<file path="src/rtl/cdb_arbiter_pkg.sv">
// Shared widths, bus-source encoding and sizing helpers for the CDB arbiter slice.
package cdb_arbiter_pkg;

    localparam int unsigned DATA_LEN = 32;
    localparam int unsigned ROB_LEN  = 4;

    typedef enum logic {
        CDB_SRC_ALU = 1'b0,
        CDB_SRC_LSB = 1'b1
    } cdb_src_e;

    function automatic int unsigned cnt_width(input int unsigned depth);
        return $clog2(depth + 1);
    endfunction

    function automatic int unsigned ptr_width(input int unsigned depth);
        return (depth > 1) ? $clog2(depth) : 1;
    endfunction

endpackage

</file>
<file path="src/rtl/cdb_arbiter_fifo.sv">
// In-order holding FIFO for one CDB requester: push/pop/count, async reset, sync flush.
module cdb_fifo
    import cdb_arbiter_pkg::*;
#(
    parameter int unsigned W     = 8,
    parameter int unsigned DEPTH = 2
) (
    input  logic                        clk_i,
    input  logic                        rst_ni,
    input  logic                        flush_i,
    input  logic                        push_i,
    input  logic                        pop_i,
    input  logic [W-1:0]                wdata_i,
    output logic [W-1:0]                rdata_o,
    output logic [cnt_width(DEPTH)-1:0] count_o
);

    localparam int unsigned CNT_W = cnt_width(DEPTH);
    localparam int unsigned PTR_W = ptr_width(DEPTH);

    logic [W-1:0]     mem_q [DEPTH];
    logic [PTR_W-1:0] rd_ptr_q, rd_ptr_d;
    logic [PTR_W-1:0] wr_ptr_q, wr_ptr_d;
    logic [CNT_W-1:0] count_q, count_d;

    // Wrap explicitly so non-power-of-two depths stay modulo DEPTH.
    function automatic logic [PTR_W-1:0] ptr_inc(input logic [PTR_W-1:0] p);
        return (p == PTR_W'(DEPTH - 1)) ? '0 : p + PTR_W'(1);
    endfunction

    always_comb begin
        rd_ptr_d = rd_ptr_q;
        wr_ptr_d = wr_ptr_q;
        count_d  = count_q;
        if (flush_i) begin
            rd_ptr_d = '0;
            wr_ptr_d = '0;
            count_d  = '0;
        end else begin
            if (push_i) wr_ptr_d = ptr_inc(wr_ptr_q);
            if (pop_i)  rd_ptr_d = ptr_inc(rd_ptr_q);
            count_d = count_q + CNT_W'(push_i) - CNT_W'(pop_i);
        end
    end

    always_ff @(posedge clk_i or negedge rst_ni) begin
        if (!rst_ni) begin
            rd_ptr_q <= '0;
            wr_ptr_q <= '0;
            count_q  <= '0;
        end else begin
            rd_ptr_q <= rd_ptr_d;
            wr_ptr_q <= wr_ptr_d;
            count_q  <= count_d;
        end
    end

    always_ff @(posedge clk_i) begin
        if (push_i && !flush_i) mem_q[wr_ptr_q] <= wdata_i;
    end

    assign rdata_o = mem_q[rd_ptr_q];
    assign count_o = count_q;

endmodule

</file>
<file path="src/rtl/cdb_arbiter.sv">
// Round-robin arbiter sharing the registered CDB between the ALU and the LSB load path.
module cdb_arbiter
    import cdb_arbiter_pkg::*;
#(
    parameter int unsigned DATA_W = DATA_LEN,
    parameter int unsigned ROB_W  = ROB_LEN,
    parameter int unsigned DEPTH  = 2
) (
    input  logic              clk,
    input  logic              reset,
    input  logic              ready,
    input  logic              clear,
    input  logic              alu_flag,
    input  logic [DATA_W-1:0] alu_val,
    input  logic [DATA_W-1:0] alu_jumpto,
    input  logic [ROB_W-1:0]  alu_robpos,
    output logic              alu_stall,
    input  logic              lsb_flag,
    input  logic [DATA_W-1:0] lsb_val,
    input  logic [ROB_W-1:0]  lsb_robpos,
    output logic              lsb_stall,
    output logic              cdb_flag,
    output logic [DATA_W-1:0] cdb_val,
    output logic [DATA_W-1:0] cdb_jumpto,
    output logic [ROB_W-1:0]  cdb_robpos,
    output logic              cdb_src
);

    localparam int unsigned ALU_W = 2 * DATA_W + ROB_W;
    localparam int unsigned LSB_W = DATA_W + ROB_W;
    localparam int unsigned CNT_W = cnt_width(DEPTH);

    logic [CNT_W-1:0]  alu_cnt, lsb_cnt;
    logic [ALU_W-1:0]  alu_head;
    logic [LSB_W-1:0]  lsb_head;
    logic              alu_acc, lsb_acc;
    logic              alu_cand_v, lsb_cand_v;
    logic              grant_alu, grant_lsb;
    logic              alu_push, alu_pop, lsb_push, lsb_pop;
    logic              fifo_flush;
    logic [DATA_W-1:0] alu_c_val, alu_c_jmp, lsb_c_val;
    logic [ROB_W-1:0]  alu_c_rob, lsb_c_rob;

    cdb_src_e          prio_q, prio_d;
    cdb_src_e          src_q, src_d;
    logic              flag_q, flag_d;
    logic [DATA_W-1:0] val_q, val_d;
    logic [DATA_W-1:0] jmp_q, jmp_d;
    logic [ROB_W-1:0]  rob_q, rob_d;

    // Stall depends on registered count only, so a full FIFO refuses input even while popping.
    assign alu_stall = !ready || (alu_cnt == CNT_W'(DEPTH));
    assign lsb_stall = !ready || (lsb_cnt == CNT_W'(DEPTH));
    assign alu_acc   = alu_flag && !alu_stall;
    assign lsb_acc   = lsb_flag && !lsb_stall;

    always_comb begin
        {alu_c_val, alu_c_jmp, alu_c_rob} = (alu_cnt != '0) ? alu_head
                                            : {alu_val, alu_jumpto, alu_robpos};
        {lsb_c_val, lsb_c_rob} = (lsb_cnt != '0) ? lsb_head : {lsb_val, lsb_robpos};
        alu_cand_v = (alu_cnt != '0) || alu_acc;
        lsb_cand_v = (lsb_cnt != '0) || lsb_acc;

        grant_alu = 1'b0;
        grant_lsb = 1'b0;
        if (ready && !clear) begin
            if (alu_cand_v && (!lsb_cand_v || prio_q == CDB_SRC_ALU)) grant_alu = 1'b1;
            else if (lsb_cand_v)                                       grant_lsb = 1'b1;
        end

        // A granted bypass input goes straight to the bus and never enters its FIFO.
        alu_pop    = grant_alu && (alu_cnt != '0);
        lsb_pop    = grant_lsb && (lsb_cnt != '0);
        alu_push   = alu_acc && !clear && !(grant_alu && (alu_cnt == '0));
        lsb_push   = lsb_acc && !clear && !(grant_lsb && (lsb_cnt == '0));
        fifo_flush = ready && clear;

        prio_d = prio_q;
        if (grant_alu)      prio_d = CDB_SRC_LSB;
        else if (grant_lsb) prio_d = CDB_SRC_ALU;

        flag_d = grant_alu || grant_lsb;
        val_d  = val_q;
        jmp_d  = jmp_q;
        rob_d  = rob_q;
        src_d  = src_q;
        if (grant_alu) begin
            val_d = alu_c_val;
            jmp_d = alu_c_jmp;
            rob_d = alu_c_rob;
            src_d = CDB_SRC_ALU;
        end else if (grant_lsb) begin
            val_d = lsb_c_val;
            jmp_d = '0;
            rob_d = lsb_c_rob;
            src_d = CDB_SRC_LSB;
        end
    end

    always_ff @(posedge clk or negedge reset) begin
        if (!reset) begin
            prio_q <= CDB_SRC_ALU;
            flag_q <= 1'b0;
            val_q  <= '0;
            jmp_q  <= '0;
            rob_q  <= '0;
            src_q  <= CDB_SRC_ALU;
        end else begin
            prio_q <= prio_d;
            flag_q <= flag_d;
            val_q  <= val_d;
            jmp_q  <= jmp_d;
            rob_q  <= rob_d;
            src_q  <= src_d;
        end
    end

    cdb_fifo #(.W(ALU_W), .DEPTH(DEPTH)) u_alu_fifo (
        .clk_i   (clk),
        .rst_ni  (reset),
        .flush_i (fifo_flush),
        .push_i  (alu_push),
        .pop_i   (alu_pop),
        .wdata_i ({alu_val, alu_jumpto, alu_robpos}),
        .rdata_o (alu_head),
        .count_o (alu_cnt)
    );

    cdb_fifo #(.W(LSB_W), .DEPTH(DEPTH)) u_lsb_fifo (
        .clk_i   (clk),
        .rst_ni  (reset),
        .flush_i (fifo_flush),
        .push_i  (lsb_push),
        .pop_i   (lsb_pop),
        .wdata_i ({lsb_val, lsb_robpos}),
        .rdata_o (lsb_head),
        .count_o (lsb_cnt)
    );

    assign cdb_flag   = flag_q;
    assign cdb_val    = val_q;
    assign cdb_jumpto = jmp_q;
    assign cdb_robpos = rob_q;
    assign cdb_src    = src_q;

endmodule

</file>
<file path="config.mk">
export PLATFORM = sky130hd
export DESIGN_NAME = cdb_arbiter
export DESIGN_NICKNAME = d
export VERILOG_FILES = /design/src/rtl/cdb_arbiter_pkg.sv /design/src/rtl/cdb_arbiter_fifo.sv /design/src/rtl/cdb_arbiter.sv
export SDC_FILE = /design/constraint.sdc
export NUM_CORES = 1
export LEC_CHECK = 0
export CORE_MARGIN = 2
export CORE_UTILIZATION = 45
export CTS_CLUSTER_DIAMETER = 150
export DETAILED_ROUTE_END_ITERATION = 10
export GPL_ROUTABILITY_DRIVEN = 0
export HOLD_SLACK_MARGIN = 0.06
export PLACE_DENSITY = 0.68
export SLEW_MARGIN = 0
export SYNTH_ARGS = -nofsm -noshare
export SYNTH_HDL_FRONTEND = slang
export SYNTH_SLANG_ARGS = --single-unit
</file>
<file path="constraint.sdc">
create_clock -name clk -period 5.3 [get_ports clk]
set_clock_uncertainty 0.05 [all_clocks]
set_input_delay 1.06 -clock clk [delete_from_list [all_inputs] [get_ports clk]]
set_output_delay 1.06 -clock clk [all_outputs]
set_load 0.02 [all_outputs]
</file>
==> results.md, run 1 <==
- Die ar.: 26700 µm²
- Final Max Slew Viols: 0
- WL/cell: 20.6 µm
- Cell Pwr Density: 511 nW/µm²
- # hold bufs at CTS: 0
- Most frequent cells in the layout: 208 x edfxtp_1, 180 x clkdlybuf4s50_1, 77 x dfrtp_1, 72 x mux2_2
- FF-to-FF path depth: 4
- Hold path startpoint: cdb_src$_DFFE_PN0P_
- 1st-iter DRT viols: 365
- Drt first pass iters: 4
- Inserted Diodes: 0
- Share of post-route cells with drive strength above 1: 15.7%
- Critical Path End Type: output pin
- Critical Path Max Stage Delay: 0.84 ns
- Clock buffer count from CTS: 30
- Cells along the critical path: clkdlybuf4s50_1, o21ai_0, clkdlybuf4s50_1
- RR Endpoint: cdb_val[3]$_DFFE_PN0P_
- Leakage: 5.07 nW
- CTS tree: yes
- Crit path DAT: 2.80 ns
- Crit share post-route: 73.9%
- Root buffer cell: clkbuf_16
- Clk sink count: 287
- Worst-skew pair later-pin latency: 0.54 ns
- Top post-synthesis cells by area: edfxtp_1 55%, dfrtp_1 17%, mux2_2 7.1%
- HPWL Detailed: 15.6 mm
- Reg2Reg Setup Slack: 1.97 ns
- Nets@finish: 1043
- Yosys top cell area share: 54.7%
- GRT Total Usage: 20.1%
- RSZ-0062 raised after global routing: false
- Post-synth EDFFs: 208
- Area leader, netlist: edfxtp_1
- Max-capacitance violation count: 0
- Syn-to-layout area delta: 28.2%
- Post-synthesis async set-or-reset flop share: 27.5%
- Placed Instances: 1227
- Overall Power: 0.00748 W
- Warnings, synthesis: 0
- Grt ovf: 0
- Port Buffer Count: 181
- Non-filler cells, final: 1282
- #FFs+latches synth: 287
- Min-Delay Endpoint: cdb_src$_DFFE_PN0P_
- Seq/Total Area, Yosys: 72.0%
- Synth Instances: 757
- Worst slew pin tran: 1.20 ns
- CP max FO: 16
- Worst Hold Path Cells: 1
- Synth Net Count: 871
- Cell repeated most along the worst path: clkdlybuf4s50_1
- Postcts setup bufs: 0
- # fillers: 1992
- Fin crit period: 3.91 ns
- Distinct cells, synth: 39
- Area of the multi-input gates: 3000 µm²
- Most common cell after layout, fill and taps aside: edfxtp_1
- Routed vias/inst: 5.50
- Syn avg cell area: 15.1 µm²
- Global-route wire length before repair: 41.5 mm
- Die width: 163 µm
- Fmax: 0.255 GHz
- TNS Setup: 0 ns
- DRT antenna net count: 0
- Crit start category: input port
- Deepest clock path buffer count: 3
- Die Ht: 163 µm
- Initial Util: 45.6%
- Worst vdd ir: 289 µV
- Final hold violations: 0
- Core area: 25000 µm²
- Placement Rows: 58
- DRC Markers: 0
- Overall routed net length: 26.4 mm
- Initial antenna violation count: 0
- Critical path class: input port to output pin
- Worst endpoint required time: 4.19 ns
- Largest net degree at the start of global routing: 69
- Cell area after synthesis: 11400 µm²
- Min-Delay Path Class: flop to flop
- Synth Flop Type: edfxtp_1
- Outcome: finished, final reports clean
- I/O Pins: 182
- CTS resizes: 0
- H-tree lvl count: 1
- Reg-to-reg critical path startpoint: u_lsb_fifo.count_o[1]$_DFF_PN0_
- DR vias: 7050
- Register area: 8230 µm²
- Rel. slew slack: 19.9%
- Clk slew on worst S/H paths: 0.06 ns
- Number of global-route vias before repair: 7499
- CP max-delay cell: clkdlybuf4s50_1
- Setup Viol. Count Final: 0
==> through the flow <==
stage | util (%) | setup slack, ns | cell area [µm²] | hold slack (ns)
3_5_place_dp | 54.3 | 1.10 | 13600 | 0.435
5_1_grt | 58.5 | 1.27 | 14600 | 0.471
4_1_cts | 58.5 | 1.38 | 14600 | 0.455
2_1_floorplan | - | 1.01 | 11400 | 0.413
6_report | 58.5 | 1.39 | 14600 | 0.448
3_3_place_gp | 54.3 | 1.17 | 13600 | 0.427
==> sequential cells by signal (all words and copies together), names as in the netlist <==
name                 flops
u_alu_fifo.wr_ptr_q      1
cdb_src                  1
u_alu_fifo.count_o       2
u_lsb_fifo.mem_q        72
cdb_robpos               4
cdb_val                 32
prio_q                   1
u_alu_fifo.mem_q       136
u_alu_fifo.rd_ptr_q      1
u_lsb_fifo.rd_ptr_q      1
u_lsb_fifo.count_o       2
u_lsb_fifo.wr_ptr_q      1
cdb_jumpto              32
cdb_flag                 1
==> cells in the mapped netlist (all sizes together) (6+ instances only) <==
cell / instances
mux2: 73
a31oi: 36
inv: 9
a21oi: 43
o221ai: 37
edfxtp: 208
clkbuf: 47
dfrtp: 79
buf: 6
o21ai: 33
a22oi: 32
nand2: 40
nor2: 44
mux2i: 33
==> kinds of logic (layout without fill, tap and decap cells) <==
family / after synthesis / after routing / synth area share [%]
DFF: 287 / 287 / 72.0
AOI/OAI and AO/OA: 191 / 191 / 11.2
muxes: 106 / 106 / 10.1
and+or+nand+nor: 101 / 101 / 3.72
buffers and inverters: 62 / 257 / 2.10
xor gates and xnor gates: 6 / 6 / 0.460
adders and majority gates: 4 / 4 / 0.438
==> metal layers <==
metal	track usage [%]	wire length, µm	up-vias
met2	33.0	12400	241
li1	-	-	3275
met3	4.82	2040	35
met1	27.1	11600	3499
met5	0	0	-
met4	4.79	378	0
==> how the worst max path moves through the flow <==
stage          startpoint                          endpoint  slack (ns)
2_1_floorplan       ready  u_alu_fifo.mem_q[1][0]$_DFFE_PP_        1.01
3_3_place_gp        clear   u_alu_fifo.count_o[1]$_DFF_PN0_        1.17
3_5_place_dp        clear   u_alu_fifo.count_o[1]$_DFF_PN0_        1.10
4_1_cts             ready                         lsb_stall        1.38
5_1_grt             ready                         lsb_stall        1.27
6_report            ready                         lsb_stall        1.39
==> power by group <==
part / switching, W / internal (W) / leakage (nW)
logic: 0.00120 / 0.00103 / 1.73
clock network: 0.000839 / 0.00133 / 0.516
registers: 0.000291 / 0.00279 / 2.83
total: 0.00233 / 0.00515 / 5.07
==> layout make-up <==
class,count,share of cell area [%]
Inverter,9,0.231
Timing Repair Buffer,193,13.1
Multi-Input combinational cell,408,20.5
Clock inverter,20,1.59
Clock buffer,35,5.54
Tap cell,330,2.82
Sequential cell,287,56.2
==> critical path, delay by kind of cell <==
family,cells,cell delay (ns)
buffers and inverters,2,1.49
AOI/OAI and AO/OA,1,0.25
(Power assumes the default switching activity.)
==> run 2: changes to the inputs <==
clock period = 4 ns   (was 5.3 ns; I/O delays follow)
==> results.md, run 2 (same netlist as run 1, synthesis figures left out) <==
- Worst endpoint required time: 3.15 ns
- Fmax: 0.322 GHz
- Final WS setup: 0.893 ns
- Largest register FFs: 136
- Syn-to-layout area delta: 28.4%
- Setup Viol. Count Final: 0
- Grt ovf: 0
- Clk sink count: 287
- Min-Delay Path Class: input port to async pin
- Crit start category: input port
- Die ar.: 26700 µm²
- Leakage: 5.06 nW
- Top Registers: u_alu_fifo.mem_q: 136 flops, u_lsb_fifo.mem_q: 72 flops
- Crit path DAT: 2.26 ns
- Cell Pwr Density: 665 nW/µm²
- DR vias: 7221
- Clk slew on worst S/H paths: 0.06 ns
- Crit share post-route: 77.7%
- CTS resizes: 0
- Rel. slew slack: 34.4%
- Overall routed net length: 27.1 mm
- CTS tree: yes
- Die width: 163 µm
- Core area: 25000 µm²
- Fin crit period: 3.11 ns
- RSZ-0062 raised after global routing: false
- H-tree lvl count: 1
- Hold WS: 0.273 ns
- Die Ht: 163 µm
- Max-capacitance violation count: 0
- Share of post-route cells with drive strength above 1: 15.8%
- Worst-skew pair later-pin latency: 0.53 ns
- Port Buffer Count: 181
- HPWL Detailed: 16.5 mm
- Largest net degree at the start of global routing: 56
- Largest Register: u_alu_fifo.mem_q
- 1st-iter DRT viols: 541
- CP max FO: 7
- Worst slew pin tran: 0.984 ns
- Critical path class: input port to output pin
- Most frequent cells in the layout: 208 x edfxtp_1, 180 x clkdlybuf4s50_1, 77 x dfrtp_1, 72 x mux2_2
- Placement Rows: 58
- Final Max Slew Viols: 0
- Nets@finish: 1050
- # fillers: 1981
- Initial Util: 45.6%
- Routed vias/inst: 5.61
- Root buffer cell: clkbuf_16
- Initial antenna violation count: 3
- Critical Path End Type: output pin
- Outcome: finished, final reports clean
- # hold bufs at CTS: 0
- Deepest clock path buffer count: 3
- WL/cell: 21.0 µm
- I/O Pins: 182
- DRT antenna net count: 0
- Drt first pass iters: 6
- Most common cell after layout, fill and taps aside: edfxtp_1
- Number of global-route vias before repair: 7610
- Pre-CTS setup slack: 0.612 ns
- Clock buffer count from CTS: 29
- Postcts setup bufs: 0
- Inserted Diodes: 0
- TNS Setup: 0 ns
- GRT Total Usage: 20.5%
- DRC Markers: 0
- Worst vdd ir: 395 µV
- Global-route wire length before repair: 42.3 mm
- Final hold violations: 0
-- run 2: changes by cell type in the layout (fill, tap and decap cells not counted), moves of 3 or more --
cell      change
clkinv_2      -5
buf_12        +4
buf_4         +4
clkbuf_1      +3
-- run 2: final timing paths --
path,to,from,slack (ns),depth (start not counted)
max in group asynchronous,cdb_val[23]$_DFFE_PN0P_,reset,2.88,2
min in group clk,cdb_src$_DFFE_PN0P_,cdb_src$_DFFE_PN0P_,0.44,1
hold reg to reg,cdb_src$_DFFE_PN0P_,cdb_src$_DFFE_PN0P_,0.44,1
hold / removal,cdb_jumpto[31]$_DFFE_PN0P_,reset,0.27,1
setup reg to reg,u_alu_fifo.mem_q[0][37]$_DFFE_PP_,u_alu_fifo.count_o[1]$_DFF_PN0_,1.50,4
setup / recovery,alu_stall,ready,0.89,4
-- run 2: critical path: stages --
cell	delay [ns]
clkdlybuf4s50_1	0.47
buf_4	0.19
nand2_1	0.10
clkdlybuf4s50_1	0.70
-- run 2: metal layers --
layer / part of all wire (%) / GRT usage (%)
met1: 42 / 27.0
met2: 48 / 34.8
met3: 7.4 / 4.67
met4: 1.8 / 4.42
met5: 0.16 / 0
-- run 2: layout make-up --
type	count	area [µm²]	area share [%]
well taps	330	413	2.82
flip-flops and latches	287	8230	56.2
clock buffers	37	786	5.36
inverters	9	33.8	0.231
multi-input cells	408	3000	20.5
clock inverters	16	159	1.08
repair buffers	201	2030	13.9
-- run 2: report_power, final --
part           leakage, nW  internal [W]  total, W  switching [W]
Clock                0.451       0.00157   0.00266        0.00109
Combinational         1.78       0.00140   0.00293        0.00154
Sequential            2.83       0.00370   0.00414       0.000447
Total                 5.06       0.00667   0.00974        0.00307
-- run 2: through the flow --
| stage | instance area [µm²] | power (W) | utilization, % | instances |
|---|---|---|---|---|
| 3_5_place_dp | 13700 | 0.00716 | 54.8 | 1235 |
| 4_1_cts | 14700 | 0.00984 | 58.5 | 1288 |
| 2_1_floorplan | 11400 | 0.00577 | - | 757 |
| 5_1_grt | 14700 | 0.0102 | 58.5 | 1288 |
| 6_report | 14700 | 0.00974 | 58.5 | 1288 |
| 3_3_place_gp | 13700 | 0.00712 | 54.8 | 1235 |
==> run 3: changes to the inputs <==
clock period = 3.25 ns   (was 4 ns; I/O delays follow)
==> results.md, run 3 (same netlist as run 1, synthesis figures left out) <==
- DRT antenna net count: 0
- Max-capacitance violation count: 0
- Syn-to-layout area delta: 29.7%
- RSZ-0062 raised after global routing: false
- Top Registers: u_alu_fifo.mem_q: 136 flops, u_lsb_fifo.mem_q: 72 flops
- Final hold violations: 0
- Crit path DAT: 2.14 ns
- Initial Util: 45.6%
- Crit share post-route: 87.5%
- CP max-delay cell: clkdlybuf4s50_1
- Grt ovf: 0
- Core area: 25000 µm²
- Largest Register: u_alu_fifo.mem_q
- I/O Pins: 182
- Placement Rows: 58
- Combinational group share of total power: 30.5%
- Most common cell after layout, fill and taps aside: edfxtp_1
- Number of global-route vias before repair: 7600
- # hold bufs at CTS: 0
- Sw frac: 31.4%
- Critical path class: input port to output pin
- Worst slew pin tran: 0.919 ns
- Global-route wire length before repair: 42.9 mm
- Drt first pass iters: 5
- Worst endpoint required time: 2.55 ns
- CTS resizes: 0
- GRT Total Usage: 20.8%
- DR vias: 7201
- Cell Pwr Density: 827 nW/µm²
- Initial antenna violation count: 1
- Placed Instances: 1243
- Worst path buffer plus inverter count: 3
- Cell-internal power: 0.00840 W
- CP delay by family, top: buffers and inverters
- Clock buffer count from CTS: 30
- Die width: 163 µm
- Critical Path End Type: output pin
- Nets@finish: 1059
- Cell repeated most along the worst path: clkdlybuf4s50_1
- Worst-skew pair later-pin latency: 0.55 ns
- Power share of the clock group: 28.2%
- Routed vias/inst: 5.54
- Leakage: 5.17 nW
- HPWL Detailed: 16.6 mm
- Die ar.: 26700 µm²
- Rel. slew slack: 38.6%
- Dpl cell area: 13800 µm²
- Worst vdd ir: 583 µV
- Seq pwr share: 41.4%
- Min-Delay Path Class: input port to async pin
- Outcome: finished, final reports clean
- Hold WS: 0.0702 ns
- Cells along the critical path: clkdlybuf4s50_1, buf_4, o21ai_0, clkdlybuf4s50_1
- Deepest clock path buffer count: 3
- CP max FO: 7
- Setup Viol. Count Final: 0
- WL/cell: 21.2 µm
- Most frequent cells in the layout: 208 x edfxtp_1, 180 x clkdlybuf4s50_1, 77 x dfrtp_1, 72 x mux2_2
- Design area: 14800 µm²
- Crit start category: input port
- Postcts setup bufs: 0
- Overall routed net length: 27.6 mm
- 1st-iter DRT viols: 493
- Die Ht: 163 µm
- Clk sink count: 287
- Share of post-route cells with drive strength above 1: 16.8%
- H-tree lvl count: 1
- Largest register FFs: 136
- Fmax: 0.352 GHz
- Root buffer cell: clkbuf_16
- TNS Setup: 0 ns
- Port Buffer Count: 181
- CTS tree: yes
- Clk slew on worst S/H paths: 0.06 ns
- Net switching power: 0.00385 W
- Largest net degree at the start of global routing: 51
- Final Max Slew Viols: 0
- Critical Path Max Stage Delay: 0.69 ns
- DRC Markers: 0
- Non-filler cells, final: 1300
- Fin crit period: 2.84 ns
[run 3: changes by cell type in the layout (fill, tap and decap cells not counted), sizes merged]
cell	change
clkbuf	+3
clkinv	+3
diode	+1
buf	+8
clkinvlp	-4
inv	+1
[run 3: final cells by class]
class | instances | area [µm²]
tap | 330 | 413
antenna | 1 | 2.50
multi-input combinational | 408 | 3000
clock inverter | 16 | 155
fill | 1956 | 10200
inverter | 9 | 33.8
clock buffer | 40 | 850
sequential | 287 | 8230
timing repair buffer | 209 | 2130
[run 3: metal layers]
metal / share of wire (%) / GRT usage, % / vias to the layer above / wire, µm
li1: - / - / 3311 / -
met1: 43 / 27.3 / 3605 / 11800
met5: 0 / 0 / - / 0
met2: 49 / 35.9 / 254 / 13500
met3: 7.2 / 4.34 / 31 / 1990
met4: 1.5 / 4.26 / 0 / 409
[run 3: power groups by stage]
| stage | logic, W | clock network (W) | registers [W] |
|---|---|---|---|
| after global routing | 0.00402 | 0.00365 | 0.00514 |
| after detailed placement | 0.00376 | 0 | 0.00514 |
| final | 0.00373 | 0.00345 | 0.00507 |
| after CTS | 0.00378 | 0.00350 | 0.00508 |
| after floorplan | 0.00175 | 0 | 0.00535 |
| after global placement | 0.00371 | 0 | 0.00513 |
[run 3: worst paths after layout]
check	end	slack, ns	startpoint	depth (start not counted)
max	lsb_stall	0.41	ready	4
min	cdb_jumpto[7]$_DFFE_PN0P_	0.07	reset	1
max reg2reg	u_alu_fifo.wr_ptr_q$_DFFE_PN0P_	0.79	u_lsb_fifo.count_o[0]$_DFF_PN0_	5
min reg2reg	cdb_src$_DFFE_PN0P_	0.45	cdb_src$_DFFE_PN0P_	1
max in group asynchronous	u_lsb_fifo.rd_ptr_q$_DFFE_PN0P_	2.41	reset	2
min in group clk	cdb_src$_DFFE_PN0P_	0.45	cdb_src$_DFFE_PN0P_	1
[run 3: through the flow]
step / utilization (%) / worst slack (ns) / total power (W)
2_1_floorplan: - / 0.101 / 0.00711
3_3_place_gp: 55.1 / 0.126 / 0.00884
3_5_place_dp: 55.1 / 0.0863 / 0.00889
4_1_cts: 59.2 / 0.406 / 0.0124
5_1_grt: 59.2 / 0.329 / 0.0128
6_report: 59.2 / 0.407 / 0.0122
[run 3: worst register-to-register path, delay by kind of cell (launching register included)]
kind | cells | cell delay, ns
AOI/OAI and AO/OA | 2 | 0.85
muxes | 1 | 0.39
buffers and inverters | 1 | 0.59
DFF | 1 | 0.47
and+or+nand+nor | 1 | 0.06
